### config.mk
export PLATFORM = sky130hd
export DESIGN_NAME = seq_div
export DESIGN_NICKNAME = d
export VERILOG_FILES = /design/src/rtl/seq_div_pkg.sv /design/src/rtl/seq_div_div_step.sv /design/src/rtl/seq_div.sv
export SDC_FILE = /design/constraint.sdc
export NUM_CORES = 1
export LEC_CHECK = 0
export CAP_MARGIN = 20
export CORE_MARGIN = 1.5
export CORE_UTILIZATION = 45
export CTS_CLUSTER_DIAMETER = 60
export CTS_CLUSTER_SIZE = 12
export DETAILED_ROUTE_END_ITERATION = 10
export HOLD_SLACK_MARGIN = 0.12
export PLACE_DENSITY = 0.69
export SLEW_MARGIN = 20
export SYNTH_ARGS = -nofsm -noshare
export SYNTH_HDL_FRONTEND = slang
export SYNTH_SLANG_ARGS = --single-unit
### constraint.sdc
create_clock -name Clk -period 3.4 [get_ports Clk]
set_clock_uncertainty 0.05 [all_clocks]
set_input_delay 0.68 -clock Clk [delete_from_list [all_inputs] [get_ports Clk]]
set_output_delay 0.68 -clock Clk [all_outputs]
set_load 0.01 [all_outputs]
### src/rtl/seq_div_pkg.sv
// Shared types and constants for the seq_div restoring divider.
package seq_div_pkg;

  localparam int unsigned SEQ_DIV_DW = 8;

  typedef enum logic [1:0] {
    IDLE = 2'd0,
    CALC = 2'd1,
    DONE = 2'd2
  } state_t;

  // Iteration counter width: enough to count 0..w-1, never narrower than 1 bit.
  function automatic int unsigned cnt_w(input int unsigned w);
    return (w <= 2) ? 1 : $clog2(w);
  endfunction

endpackage

### src/rtl/seq_div_div_step.sv
// One restoring-division iteration: shift in the next dividend bit, trial-subtract the divisor.
module div_step
  import seq_div_pkg::*;
#(
  parameter int unsigned DATAWIDTH = SEQ_DIV_DW
) (
  input  logic [DATAWIDTH-1:0] prem,
  input  logic                 bit_in,
  input  logic [DATAWIDTH-1:0] dvs,
  output logic [DATAWIDTH-1:0] nrem,
  output logic                 qbit
);

  logic [DATAWIDTH:0] shifted;
  logic [DATAWIDTH:0] diff;

  always_comb begin
    shifted = {prem, bit_in};
    diff    = shifted - {1'b0, dvs};
    // A clear top bit means the trial subtraction did not borrow.
    qbit    = ~diff[DATAWIDTH];
    nrem    = qbit ? diff[DATAWIDTH-1:0] : shifted[DATAWIDTH-1:0];
  end

endmodule

### src/rtl/seq_div.sv
// Multi-cycle restoring divider, one quotient bit per clock.
// Define SEQ_DIV_SIGNED_EN for two's-complement operands; default build is unsigned only.
module seq_div
  import seq_div_pkg::*;
#(
  parameter int unsigned DATAWIDTH = SEQ_DIV_DW
) (
  input  logic                 Clk,
  input  logic                 Rst,
  input  logic                 start,
  input  logic [DATAWIDTH-1:0] a,
  input  logic [DATAWIDTH-1:0] b,
  output logic                 busy,
  output logic                 done,
  output logic [DATAWIDTH-1:0] quot,
  output logic [DATAWIDTH-1:0] rem,
  output logic                 div_by_zero
);

  localparam int unsigned CW = cnt_w(DATAWIDTH);
  localparam logic [CW-1:0] LAST = CW'(DATAWIDTH - 1);

  state_t               state;
  logic [CW-1:0]        cnt;
  logic [DATAWIDTH-1:0] dvd;   // dividend shifts out at the top, quotient bits fill in at the bottom
  logic [DATAWIDTH-1:0] dvs;
  logic [DATAWIDTH-1:0] prem;
  logic [DATAWIDTH-1:0] nrem;
  logic                 qbit;
  logic [DATAWIDTH-1:0] qraw;

  div_step #(.DATAWIDTH(DATAWIDTH)) u_step (
    .prem  (prem),
    .bit_in(dvd[DATAWIDTH-1]),
    .dvs   (dvs),
    .nrem  (nrem),
    .qbit  (qbit)
  );

  assign qraw = {dvd[DATAWIDTH-2:0], qbit};
  assign busy = (state == CALC);
  assign done = (state == DONE);

`ifdef SEQ_DIV_SIGNED_EN
  logic neg_q;
  logic neg_r;
  logic [DATAWIDTH-1:0] a_mag;
  logic [DATAWIDTH-1:0] b_mag;

  assign a_mag = a[DATAWIDTH-1] ? (~a + 1'b1) : a;
  assign b_mag = b[DATAWIDTH-1] ? (~b + 1'b1) : b;

  always_ff @(posedge Clk or negedge Rst) begin
    if (!Rst) begin
      neg_q <= 1'b0;
      neg_r <= 1'b0;
    end else if ((state != CALC) && start && (b != '0)) begin
      neg_q <= a[DATAWIDTH-1] ^ b[DATAWIDTH-1];
      neg_r <= a[DATAWIDTH-1];
    end
  end
`endif

  always_ff @(posedge Clk or negedge Rst) begin
    if (!Rst) begin
      state       <= IDLE;
      cnt         <= '0;
      dvd         <= '0;
      dvs         <= '0;
      prem        <= '0;
      quot        <= '0;
      rem         <= '0;
      div_by_zero <= 1'b0;
    end else begin
      case (state)
        IDLE, DONE: begin
          if (start) begin
            if (b == '0) begin
              quot        <= '1;
              rem         <= a;
              div_by_zero <= 1'b1;
              state       <= DONE;
            end else begin
`ifdef SEQ_DIV_SIGNED_EN
              dvd <= a_mag;
              dvs <= b_mag;
`else
              dvd <= a;
              dvs <= b;
`endif
              prem  <= '0;
              cnt   <= '0;
              state <= CALC;
            end
          end else begin
            state <= IDLE;
          end
        end
        CALC: begin
          prem <= nrem;
          dvd  <= qraw;
          if (cnt == LAST) begin
`ifdef SEQ_DIV_SIGNED_EN
            // Signs are folded in on the completion edge so no extra cycle is spent.
            quot <= neg_q ? (~qraw + 1'b1) : qraw;
            rem  <= neg_r ? (~nrem + 1'b1) : nrem;
`else
            quot <= qraw;
            rem  <= nrem;
`endif
            div_by_zero <= 1'b0;
            state       <= DONE;
          end else begin
            cnt <= cnt + 1'b1;
          end
        end
        default: state <= IDLE;
      endcase
    end
  end

endmodule

==> impl_metrics.env <==
export IMPL_status="completed"
export IMPL_slowest_delay_ns=0.41
export IMPL_die_y_um=76.4
export IMPL_synth_compound_area_share_pct=23.0
export IMPL_holdWs_ns=0.326
export IMPL_routed_via_density=5.45
export IMPL_yosysWarnings=0
export IMPL_avgSynthCellArea_um2=10.2
export IMPL_placed_cells=338
export IMPL_critPathCaptureType="register"
export IMPL_synth_edf_count=0
export IMPL_worstMarginPinSlew_ns=1.05
export IMPL_fin_crit_sh_pct=83.3
export IMPL_grt_pass1_vias=1891
export IMPL_synthMuxAreaShare_pct=6.49
export IMPL_grt_max_degree=47
export IMPL_ys_async_sr_fraction_pct=100
export IMPL_cp_max_fo=7
export IMPL_hold_viol=0
export IMPL_tns_ns=0
export IMPL_layout_commonest_cell="dfrtp_1"
export IMPL_synth_flop_cell="dfrtp_1"
export IMPL_netlist_instances=239
export IMPL_p_per_area_nw_per_um2=1150
export IMPL_ctsHoldBuffers=0
export IMPL_slowest_stage="fa_1"
export IMPL_setup_viol=0
export IMPL_cts_buffers=5
export IMPL_antenna_left=0
export IMPL_num_vias=1881
export IMPL_gp_congestion=0.773
export IMPL_track_usage_pct=20.1
export IMPL_maxSlewHeadroom_pct=29.9
export IMPL_htree_levels=2
export IMPL_grt_pass1_wl_mm=9.36
export IMPL_netlist_area_um2=2430
export IMPL_cts_resized=0
export IMPL_path_clk_slew_ns=0.09
export IMPL_portBuffers=37
export IMPL_die_area_um2=5840
export IMPL_vdd_drop_max_mv=0.443
export IMPL_clock_latency_ns=0.29
export IMPL_cp_cell_sequence="inv_1, ha_1, inv_1, fa_1, a211oi_2, o211a_1, o211a_1, mux2_4, o22a_1, o22a_1"
export IMPL_cp_arrival_ns=2.96
export IMPL_holdCritPathClass="input port to asynchronous set/reset pin"
export IMPL_clockRootBuffer="clkbuf_8"
export IMPL_cts_buffer_depth=2
export IMPL_layout_common_cells="dfrtp_1 (46), clkdlybuf4s50_1 (36), o21ai_0 (28), nand2_1 (23), nor2_1 (18)"
export IMPL_final_nets=305
export IMPL_layout_min_cycle_time_ns=2.83
export IMPL_synth_top_family_by_area="compound AO/OA/AOI/OAI gates"
export IMPL_leakage_nw=1.27
export IMPL_synth_distinct_cells=45
export IMPL_route_detailed_drc=0
export IMPL_dpl_hpwl_mm=3.90
export IMPL_cts_setup_buffers=0
export IMPL_crit_path_start_kind="register"
export IMPL_antenna_found_initial=0
export IMPL_ios=38
export IMPL_synth_fa_ha_area_share_pct=5.98
export IMPL_area_delta_synth_final_pct=21.8
export IMPL_ys_seq_area_share_pct=47.4
export IMPL_core_area_um2=5140
export IMPL_rows=26
export IMPL_fmax_mhz=353
export IMPL_drive_above_1_share_pct=7.27
export IMPL_synth_xor_area_share_pct=2.16
export IMPL_drt_first_pass_iters=6
export IMPL_cts_tree="done"
export IMPL_avgRoutedWirePerCell_um=15.7
export IMPL_start_util_pct=47.2
export IMPL_antenna_cells=0
export IMPL_instances_no_fill=345
export IMPL_rsz0062_at_grt="false"
export IMPL_path_class="register to register"
export IMPL_slew_violations=0
export IMPL_drtIter0Drc=86
export IMPL_fp_dieW_um=76.4
export IMPL_cp_required_ns=3.53
export IMPL_synthesis_nets=269
export IMPL_routed_wl_mm=5.43
export IMPL_synth_seq_cells=46
export IMPL_synth_simple_gate_area_share_pct=10.8
export IMPL_max_cap_violations=0
export IMPL_grt_overflow_total=0
export IMPL_cts_sinks=46
cell type report:
class,instances,area [um^2]
Tap cell,70,87.6
Fill cell,479,2180
Inverter,14,52.6
Clock inverter,1,30.0
Multi-Input combinational cell,170,1180
Clock buffer,6,82.6
Timing Repair Buffer,38,375
Sequential cell,46,1150
worst max-delay path, delay by kind of cell, from the launching register on:
family / cells / cell delay (ns)
flops: 1 / 0.38
mux: 1 / 0.35
buf+inv: 2 / 0.12
fa+ha+maj: 2 / 0.57
compound gates: 5 / 1.24
kinds of logic after synthesis:
group / after synthesis
DFF: 46
adders and majority gates: 11
AOI/OAI and AO/OA: 80
buffers and inverters: 23
and+or+nand+nor: 58
xor gates and xnor gates: 6
muxes: 15
synth_stat cells (2+ instances only):
master | number | area, um^2
o22ai_1 | 3 | 18.8
mux2i_1 | 12 | 120
nand2_1 | 23 | 86.3
clkbuf_1 | 6 | 22.5
xor2_1 | 3 | 26.3
inv_1 | 12 | 45.0
o211ai_1 | 2 | 15.0
a21o_1 | 5 | 37.5
nor2_1 | 18 | 67.6
a21oi_1 | 8 | 40.0
o21ai_0 | 28 | 140
mux2_2 | 2 | 22.5
nor2b_1 | 3 | 18.8
or4_1 | 2 | 15.0
nor2_2 | 3 | 18.8
o211a_1 | 2 | 20.0
nand2b_1 | 4 | 25.0
a2bb2oi_1 | 3 | 26.3
o21a_1 | 2 | 15.0
inv_2 | 2 | 7.51
and2_1 | 2 | 12.5
o31a_1 | 3 | 26.3
o22a_1 | 12 | 105
a2111o_1 | 2 | 22.5
ha_1 | 10 | 125
dfrtp_1 | 46 | 1150
xnor2_1 | 3 | 26.3
sequential cells by signal, indices dropped and copies added, names as in the netlist:
signal / count
dvs: 8
rem: 8
state: 2
cnt: 3
quot: 8
prem: 8
dvd: 8
div_by_zero: 1
worst paths after layout:
| path | cells after the start | slack (ns) | end | from |
|---|---|---|---|---|
| worst min-delay path | 1 | 0.33 | dvs[3] | Rst |
| worst max register to register | 10 | 0.57 | rem[2] | dvd[7] |
| min in group Clk | 1 | 0.45 | quot[6] | quot[6] |
| max in group asynchronous | 1 | 2.57 | prem[4] | Rst |
| worst max-delay path | 10 | 0.57 | rem[2] | dvd[7] |
| worst min register to register | 1 | 0.45 | quot[6] | quot[6] |
stage by stage:
| stage | total power, W | setup WS, ns | util, % | area, um^2 |
|---|---|---|---|---|
| final | 0.00341 | 0.569 | 57.5 | 2960 |
| after global routing | 0.00373 | 0.410 | 57.5 | 2960 |
| after CTS | 0.00343 | 0.566 | 57.5 | 2950 |
| after detailed placement | 0.00300 | 0.501 | 55.3 | 2840 |
| after global placement | 0.00298 | 0.583 | 55.3 | 2840 |
| after floorplan | 0.00247 | 0.866 | - | 2430 |
metal layers:
metal / up-vias / GRT usage (%) / wire, um / share of wire (%)
li1: 925 / - / - / -
met1: 900 / 28.1 / 2620 / 48
met2: 51 / 32.9 / 2470 / 46
met3: 5 / 4.07 / 303 / 5.6
met4: 0 / 3.33 / 30 / 0.55
met5: - / 0 / 0 / 0
where the power goes:
part	internal [W]	total [W]	switching, W
Sequential	0.000811	0.000985	0.000174
Combinational	0.000951	0.00202	0.00106
Clock	0.000235	0.000412	0.000177
No activity file was read; power rests on OpenSTA's default activity.
